## src/rtl/bf16_pkg.sv

```systemverilog
// Shared BF16/FP32 types and constants for the BF16 accelerator converters.
package bf16_pkg;

  typedef struct packed {
    logic       sign;
    logic [7:0] exp;
    logic [6:0] man;
  } bf16_t;

  typedef struct packed {
    logic        sign;
    logic [7:0]  exp;
    logic [22:0] man;
  } fp32_t;

  localparam logic [7:0]  BF16_EXP_MAX    = 8'hFF;
  localparam logic [31:0] FP32_CANON_QNAN = 32'h7FC00000;
  localparam logic [15:0] BF16_CANON_QNAN = 16'h7FC0;

  // IDLE: nothing held; L0: presenting lane0; L1: presenting lane1 of a pair
  typedef enum logic [1:0] {
    ST_IDLE = 2'd0,
    ST_L0   = 2'd1,
    ST_L1   = 2'd2
  } unpack_state_e;

endpackage

```

## src/rtl/bf16_to_fp32_lane.sv

```systemverilog
// Combinational BF16 -> FP32 widening of one lane. Exact apart from NaN
// canonicalisation and optional flush-to-zero of subnormals.
module bf16_to_fp32_lane
  import bf16_pkg::*;
#(
  parameter bit CANON_NAN = 1'b1,
  parameter bit FTZ       = 1'b0
) (
  input  bf16_t in_val,
  output fp32_t out_val,
  output logic  invalid,
  output logic  underflow
);

  // Default is the exact widening (covers normal, zero, inf, unflushed subnormal)
  always_comb begin
    out_val   = '{sign: in_val.sign, exp: in_val.exp, man: {in_val.man, 16'h0000}};
    invalid   = 1'b0;
    underflow = 1'b0;
    if (in_val.exp == BF16_EXP_MAX) begin
      if (in_val.man != 7'h00) begin
        // quiet bit clear means the source was a signaling NaN
        invalid = ~in_val.man[6];
        if (CANON_NAN) begin
          out_val = fp32_t'(FP32_CANON_QNAN);
        end else begin
          out_val.man = {in_val.man | 7'h40, 16'h0000};
        end
      end
    end else if ((in_val.exp == 8'h00) && (in_val.man != 7'h00) && FTZ) begin
      out_val.man = '0;
      underflow   = 1'b1;
    end
  end

endmodule

```

## src/rtl/bf16_to_fp32_unpacker.sv

```systemverilog
// Streaming unpacker: 32-bit words carrying one or two BF16 lanes in,
// one registered FP32 result per output handshake.
// Handshake: a transfer happens on a rising edge where valid & ready are both 1;
// out_* stays stable while out_valid=1 and out_ready=0; in_ready never looks at in_valid.
module bf16_to_fp32_unpacker
  import bf16_pkg::*;
#(
  parameter bit CANON_NAN = 1'b1,
  parameter bit FTZ       = 1'b0,
  parameter int CNT_W     = 16
) (
  input  logic             clk,
  input  logic             reset,
  input  logic             in_valid,
  output logic             in_ready,
  input  logic [31:0]      in_data,
  input  logic             in_single,
  output logic             out_valid,
  input  logic             out_ready,
  output logic [31:0]      out_data,
  output logic             out_invalid,
  output logic             out_underflow,
  output logic [CNT_W-1:0] conv_count,
  output logic [1:0]       fsm_state
);

  unpack_state_e state;
  logic [15:0]   held_lane1;
  logic          held_single;
  logic          in_xfer;
  logic          out_xfer;
  bf16_t         conv_src;
  fp32_t         conv_res;
  logic          conv_invalid;
  logic          conv_underflow;

  assign in_xfer   = in_valid & in_ready;
  assign out_xfer  = out_valid & out_ready;
  assign fsm_state = state;

  // Input readiness: free in IDLE, and whenever the current result leaves with no lane1 pending
  always_comb begin
    in_ready = 1'b0;
    case (state)
      ST_IDLE: in_ready = 1'b1;
      ST_L0:   in_ready = held_single & out_ready;
      ST_L1:   in_ready = out_ready;
      default: in_ready = 1'b0;
    endcase
    if (!reset) in_ready = 1'b0;
  end

  // Converter source: held lane1 while finishing a pair, otherwise the incoming lane0
  always_comb begin
    conv_src = bf16_t'(in_data[15:0]);
    if ((state == ST_L0) && !held_single) conv_src = bf16_t'(held_lane1);
  end

  bf16_to_fp32_lane #(
    .CANON_NAN (CANON_NAN),
    .FTZ       (FTZ)
  ) u_lane (
    .in_val    (conv_src),
    .out_val   (conv_res),
    .invalid   (conv_invalid),
    .underflow (conv_underflow)
  );

  // Unpack FSM with registered output fields
  always_ff @(posedge clk or negedge reset) begin
    if (!reset) begin
      state         <= ST_IDLE;
      out_valid     <= 1'b0;
      out_data      <= '0;
      out_invalid   <= 1'b0;
      out_underflow <= 1'b0;
      held_lane1    <= '0;
      held_single   <= 1'b0;
    end else begin
      case (state)
        ST_IDLE: begin
          if (in_xfer) begin
            held_lane1    <= in_data[31:16];
            held_single   <= in_single;
            out_data      <= conv_res;
            out_invalid   <= conv_invalid;
            out_underflow <= conv_underflow;
            out_valid     <= 1'b1;
            state         <= ST_L0;
          end
        end
        ST_L0: begin
          if (out_xfer) begin
            if (!held_single) begin
              out_data      <= conv_res;
              out_invalid   <= conv_invalid;
              out_underflow <= conv_underflow;
              state         <= ST_L1;
            end else if (in_xfer) begin
              held_lane1    <= in_data[31:16];
              held_single   <= in_single;
              out_data      <= conv_res;
              out_invalid   <= conv_invalid;
              out_underflow <= conv_underflow;
            end else begin
              out_valid <= 1'b0;
              state     <= ST_IDLE;
            end
          end
        end
        ST_L1: begin
          if (out_xfer) begin
            if (in_xfer) begin
              held_lane1    <= in_data[31:16];
              held_single   <= in_single;
              out_data      <= conv_res;
              out_invalid   <= conv_invalid;
              out_underflow <= conv_underflow;
              state         <= ST_L0;
            end else begin
              out_valid <= 1'b0;
              state     <= ST_IDLE;
            end
          end
        end
        default: begin
          out_valid <= 1'b0;
          state     <= ST_IDLE;
        end
      endcase
    end
  end

  // Saturating count of output handshakes
  always_ff @(posedge clk or negedge reset) begin
    if (!reset) begin
      conv_count <= '0;
    end else if (out_xfer && (conv_count != {CNT_W{1'b1}})) begin
      conv_count <= conv_count + {{(CNT_W-1){1'b0}}, 1'b1};
    end
  end

endmodule
```

## config.mk

```make
export PLATFORM = sky130hd
export DESIGN_NAME = bf16_to_fp32_unpacker
export DESIGN_NICKNAME = d
export VERILOG_FILES = /design/src/rtl/bf16_pkg.sv /design/src/rtl/bf16_to_fp32_lane.sv /design/src/rtl/bf16_to_fp32_unpacker.sv
export SDC_FILE = /design/constraint.sdc
export NUM_CORES = 1
export LEC_CHECK = 0
export ABC_AREA = 1
export BUFFER_PORTS_ARGS = -buffer_cell sky130_fd_sc_hd__buf_2
export CAP_MARGIN = 25
export CORE_MARGIN = 8
export CORE_UTILIZATION = 30
export CTS_CLUSTER_SIZE = 16
export DETAILED_ROUTE_END_ITERATION = 6
export SLEW_MARGIN = 40
export SYNTH_ARGS = -nofsm -noshare
export SYNTH_HDL_FRONTEND = slang
export SYNTH_SLANG_ARGS = --single-unit
```

## constraint.sdc

```tcl
create_clock -name clk -period 3.1 [get_ports clk]
set_clock_uncertainty 0.05 [all_clocks]
set_input_delay 0.465 -clock clk [delete_from_list [all_inputs] [get_ports clk]]
set_output_delay 0.465 -clock clk [all_outputs]
set_load 0.02 [all_outputs]
```

# After elaboration in Yosys (flattened, before gate mapping)
# Index checks and enable logic that the tools add are counted.
[word_totals] inputBits=37 regBits=70 output_inout_bits=54 word_cells=78
[classes] muxes=46 bitwise=4 n_eq_ne=9 reduce_logical=10 n_addsub=1
[op_table] operator="two-way mux 32 bit" count=6
[op_table] operator="one-hot mux 32 bit (3 select lines)" count=1
[op_table] operator="two-way mux 16 bit" count=5
[op_table] operator="one-hot mux 16 bit (3 select lines)" count=1
[op_table] operator="two-way mux 1 bit" count=22
[op_table] operator="adder 16 x 1 -> 16 bit (second input constant)" count=1
[op_table] operator="inequality test 16 bit (second input constant)" count=1
[op_table] operator="one-hot mux 1 bit (3 select lines)" count=5
[op_table] operator="AND reduction 4 bit" count=3
[op_table] operator="two-way mux 2 bit" count=5
[op_table] operator="equality test 8 bit (second input constant)" count=1
[op_table] operator="inequality test 2 bit (second input constant)" count=4
[op_table] operator="nonzero test 7 bit" count=1
[op_table] operator="one-hot mux 2 bit (3 select lines)" count=1
[op_table] operator="bitwise AND 1 bit" count=3
[op_table] operator="inequality test 3 bit (second input constant)" count=1
[op_table] operator="AND reduction 3 bit" count=1
[op_table] operator="nonzero test 3 bit" count=1
[op_table] operator="equality test 2 x 1 -> 1 bit (second input constant)" count=1
[op_table] operator="equality test 2 bit (second input constant)" count=1
[op_table] operator="logical AND 1 bit" count=2
[op_table] operator="logical NOT 2 bit" count=1
[op_table] operator="logical NOT 1 bit" count=1
[op_table] operator="inverter 1 bit" count=1

# Longest topological paths before layout
[logic_depth] word_depth=10 depth_mapped=14 mapped_depth_nobuf=13

# Cells and area by module
# From an unflattened synthesis, not the netlist that was laid out.
[unflattened] cells_unflattened=502 area_unflattened_um2=3852.4
[by_module_without_submodules] module="bf16_to_fp32_unpacker" cells_each=430 area_per_inst_um2=3487.1 instances=1 seq_area_each_um2=1751.7
[by_module_without_submodules] module="bf16_to_fp32_lane" cells_each=72 area_per_inst_um2=365.4 instances=1 seq_area_each_um2=0.0

# Worst setup path after synthesis
# No wires, ideal clock.
[synth_path] path_type="register to register" start="register state[0] (netlist: fsm_state[0])" end="register out_data[0]" setup_slack_ns=1.129 arrival_ns=1.801 n_path_buf=2 path_stages_with_launch=9 t_required_ns=2.930 synth_period_minus_slack_ns=1.971 cell_sequence="dfrtp_1 -> inv_1 -> ha_1 -> o21ai_0 -> nand2_1 -> a21oi_4 -> buf_4 -> buf_2 -> nor2_1"
[synth_between] elab_chain_cells=9
[synth_rtl] element="start: declaration" line="bf16_to_fp32_unpacker.sv:27" source="unpack_state_e state;"
[synth_rtl] element="start signal: assignment" line="bf16_to_fp32_unpacker.sv:72" source="state <= ST_IDLE;"
[synth_rtl] element="start signal: assignment" line="bf16_to_fp32_unpacker.sv:89" source="state <= ST_L0;"
[synth_rtl] element="start signal: assignment" line="bf16_to_fp32_unpacker.sv:98" source="state <= ST_L1;"
[synth_rtl] element="equality test 2 x 1 -> 1 bit" line="bf16_to_fp32_unpacker.sv:44, bf16_to_fp32_unpacker.sv:56, bf16_to_fp32_unpacker.sv:80"
[synth_rtl] element="logical AND 1 bit" line="bf16_to_fp32_unpacker.sv:56" source="if ((state == ST_L0) && !held_single) conv_src = bf16_t'(held_lane1);"
[synth_rtl] element="two-way mux 16 bit" line="bf16_to_fp32_unpacker.sv:56"
[synth_rtl] element="equality test 8 bit" line="bf16_to_fp32_lane.sv:20" source="if (in_val.exp == BF16_EXP_MAX) begin"
[synth_rtl] element="two-way mux 32 bit" line="bf16_to_fp32_lane.sv:20"
[synth_rtl] element="two-way mux 32 bit" line="bf16_to_fp32_unpacker.sv:82, bf16_to_fp32_unpacker.sv:99, bf16_to_fp32_unpacker.sv:113"
[synth_rtl] element="two-way mux 32 bit" line="bf16_to_fp32_unpacker.sv:94" source="if (!held_single) begin"
[synth_rtl] element="two-way mux 32 bit" line="bf16_to_fp32_unpacker.sv:93" source="if (out_xfer) begin"
[synth_rtl] element="one-hot mux 32 bit (3 select lines)" line="bf16_to_fp32_unpacker.sv:80" source="case (state)"
[synth_rtl] element="end signal: assignment" line="bf16_to_fp32_unpacker.sv:85" source="out_data <= conv_res;"
[synth_rtl] element="end signal: assignment" line="bf16_to_fp32_unpacker.sv:95" source="out_data <= conv_res;"
[synth_rtl] element="end signal: assignment" line="bf16_to_fp32_unpacker.sv:102" source="out_data <= conv_res;"
[synth_rtl] element="end: declaration" line="bf16_to_fp32_unpacker.sv:20" source="output logic [31:0] out_data,"
# Several ways; a longest one is shown, not always the timed one. The select of a mux whose other input is x is not followed.
# A chain may end at the register's enable or synchronous reset.

# Worst setup path after layout
[layout_path] start="register state[1] (netlist: fsm_state[1])" end="register out_data[26]"
[layout_between] elab_chain_cells=10
[layout_rtl] element="equality test 2 x 1 -> 1 bit" line="bf16_to_fp32_unpacker.sv:44, bf16_to_fp32_unpacker.sv:56, bf16_to_fp32_unpacker.sv:80"
[layout_rtl] element="logical AND 1 bit" line="bf16_to_fp32_unpacker.sv:56"
[layout_rtl] element="two-way mux 16 bit" line="bf16_to_fp32_unpacker.sv:56"
[layout_rtl] element="nonzero test 7 bit" line="bf16_to_fp32_lane.sv:21" source="if (in_val.man != 7'h00) begin"
[layout_rtl] element="two-way mux 32 bit" line="bf16_to_fp32_lane.sv:21"
[layout_rtl] element="two-way mux 32 bit" line="bf16_to_fp32_lane.sv:20"
[layout_rtl] element="two-way mux 32 bit" line="bf16_to_fp32_unpacker.sv:82, bf16_to_fp32_unpacker.sv:99, bf16_to_fp32_unpacker.sv:113"
[layout_rtl] element="two-way mux 32 bit" line="bf16_to_fp32_unpacker.sv:94"
[layout_rtl] element="two-way mux 32 bit" line="bf16_to_fp32_unpacker.sv:93"
[layout_rtl] element="one-hot mux 32 bit (3 select lines)" line="bf16_to_fp32_unpacker.sv:80"
# Several ways; a longest one is shown, not always the timed one. The select of a mux whose other input is x is not followed.

==> reports/results.tsv <==
metric	value	unit
yosysWarnings	0	
total_switching_power	0.00161	W
clk_path_buf_depth	2	
ctsHtreeMaxLevel	3	
core.rowCount	39	
die_h	125	um
unrepaired_setup_endpoints_after_global_routing	false	
final_report_setup_violation_count	0	
worst_path_max_delay_cell	ha_1	
switching_share	40.2	%
yosys_cell_types	29	
criticalPathCategory	flop to flop	
min_period	2460	ps
yosys_most_used_dff	dfrtp_1	
drtIter0Drc	140	
cellLeakagePower	2.38	nW
drt_first_pass_iters	6	
worst-slew-pin-transition	625	ps
timing.slew.headroom	58.3	%
number_of_antenna_diodes	0	
grt_max_degree	71	
postSynthCellCount	461	
grt_first_pass_wirelength	15.5	mm
post_synth_mux_area_share	0	%
die_w	125	um
run_status	finished clean	
async_flop_share	100	%
grtUsageTotal	12.1	%
maxCapViolCount	0	
port-buffer-count	90	
crit_path_end_kind	flop	
design.portCount	91	
min-delay-path-class	primary input to asynchronous set/reset pin	
aggregate_routed_wire_length	9.15	mm
seq_area_frac_synth	49.5	%
critical_path_peak_fanout	27	
cts_root_buffer	clkbuf_16	
power.share.combinational	37.2	%
power.clock.fraction	28.0	%
syn_area	0.00354	mm^2
dp.final_hpwl	6.96	mm
sequential_fraction_of_design_power	34.8	%
clkSlewWorstSetupHoldPaths	60	ps
final_hold_viol_count	0	
nets	594	
routed_via_density	4.42	
p_int	0.00239	W
route.detailed.wl_per_inst	13.1	um
crit_path_start_kind	flop	
critical_path_required	3280	ps
synth-adder-area-share	1.77	%
die_area	0.0155	mm^2
insertion_delay	330	ps
syn_area_per_cell	7.68	um^2
post_synth_edffs	0	
route.antenna.remaining_nets	0	
setup_fix_buffers_added_after_clock_tree_synthesis	0	
tritoncts_num_sinks	70	
crit_family	simple AND/OR/NAND/NOR gates	
post-route-period-util	79.4	%
cts_tree	yes	
critical_path.cell_chain	inv_1 -> ha_1 -> nand2_1 -> buf_4 -> o21ai_0 -> nand2_1 -> nor2_1 -> nand2_1 -> nand2_1 -> nand3_1 -> nand2_1 -> inv_1	
synth_simple_gate_area_share	27.7	%
synth_compound_gate_area_share	7.31	%
finalWeightedCongestion	0.858	
critical_path.most_common_cell	nand2_1	
power_density	899	mW/mm^2
holdWs	226	ps
timing.final.max_slew_violations	0	
vias	3091	
syn_to_final_growth	25.7	%
post_cts.resized_instances	0	
critical_path.max_stage_delay	460	ps
synth_top_family_by_area	simple AND/OR/NAND/NOR gates	
initial_core_util	30.9	%
vdd_drop_max	0.345	mV
final.setup.worst_slack	638	ps
route.detailed.drc	0	
critical_path_arrival	2640	ps
layout-drive-gt1-share	21.5	%
yosys.area_share.xor_xnor	2.97	%
antenna_violations_before_repair	0	
cts_inserted_buffers	9	
cp_num_buf_inv	3	
pre_cts_slack	668	ps
fmax	0.406	GHz
vias_in_the_first_global_route	3132	
syn-num-nets	503	
finalSetupTns	0	ps
cts.hold.buffers_added	0	
grt_overflow_total	0	
core_region_area	0.0115	mm^2
synth.ff_latch_count	70	
-- cells in the final DEF, fill, tap and decap left out, types with 9 or more instances in the layout --
cell type  instances
inv_1             78
buf_2             89
nor2_1            35
nand3_1           28
nand2_1          146
o21ai_0           39
clkbuf_16          9
dfrtp_1           70
xor2_1             9
-- synthesized netlist by cell type (all sizes together) (5+ instances only) --
master  number  area (um^2)
nand2      147          554
dfrtp       70         1750
xor2         9         78.8
nor2        36          143
buf         14         81.3
o21ai       41          205
nand3       29          150
nor3         6         41.3
nand4        5         31.3
ha           5         62.6
inv         79          297
-- state kept, by name, summed over array words and instances (netlist names) --
| name | flops |
|---|---|
| out_data | 32 |
| conv_count | 16 |
| held_lane1 | 16 |
| fsm_state | 2 |
| held_single | 1 |
| out_invalid | 1 |
| out_underflow | 1 |
| out_valid | 1 |
-- final timing paths --
| kind | start | end | slack, ps | cells after the start |
|---|---|---|---|---|
| hold reg to reg | out_data[29] | out_data[29] | 420 | 2 |
| min in group clk | in_data[23] | held_lane1[7] | 290 | 3 |
| setup / recovery | fsm_state[1] | out_data[26] | 640 | 12 |
| hold / removal | reset | conv_count[10] | 230 | 2 |
| setup reg to reg | fsm_state[1] | out_data[26] | 640 | 12 |
| max in group asynchronous | reset | out_data[10] | 2350 | 2 |
-- power groups by stage --
stage                     Clock (W)  Combinational (W)  Sequential, W
final                       0.00112            0.00149        0.00139
after global routing        0.00118            0.00169        0.00143
after CTS                   0.00115            0.00151        0.00140
after detailed placement          0            0.00150        0.00141
after global placement            0            0.00148        0.00140
after floorplan                   0           0.000883        0.00157
-- area by class of cell --
class	instances	area, um^2
Sequential cell	70	1750
Clock buffer	10	229
Multi-Input combinational cell	297	1410
Tap cell	143	179
Timing Repair Buffer	95	494
Clock inverter	6	93.8
Fill cell	1203	7020
Inverter	79	297
-- kinds of logic after synthesis --
| kind of cell | after synthesis |
|---|---|
| AO/OA/AOI/OAI | 48 |
| XOR/XNOR | 12 |
| adder cells (fa/ha/maj) | 5 |
| buffers and inverters | 94 |
| flip-flops | 70 |
| AND/OR/NAND/NOR | 232 |
-- worst register-to-register path, stage by stage, from the launching register on --
cell     delay, ps
dfrtp_1        420
inv_1          110
ha_1           460
nand2_1        190
buf_4          260
o21ai_0        280
nand2_1        100
nor2_1          90
nand2_1         70
nand2_1        140
nand3_1         90
nand2_1         70
inv_1           30
-- metal layers --
layer | global-route usage [%] | wire, um | vias to the layer above
met5 | 0 | 0 | -
met2 | 18.8 | 4150 | 85
met4 | 5.24 | 101 | 0
met3 | 3.70 | 592 | 8
li1 | - | - | 1597
met1 | 15.1 | 4310 | 1401
-- per-stage QoR --
stage / cells / util [%] / power [W] / instance area, um^2
global route: 700 / 38.8 / 0.00430 / 4450
detailed placement: 684 / 36.0 / 0.00291 / 4130
global placement: 684 / 36.0 / 0.00289 / 4130
floorplan: 461 / - / 0.00245 / 3540
CTS: 700 / 38.8 / 0.00405 / 4450
finish: 700 / 38.8 / 0.00400 / 4450
No activity file was read; power rests on OpenSTA's default activity.
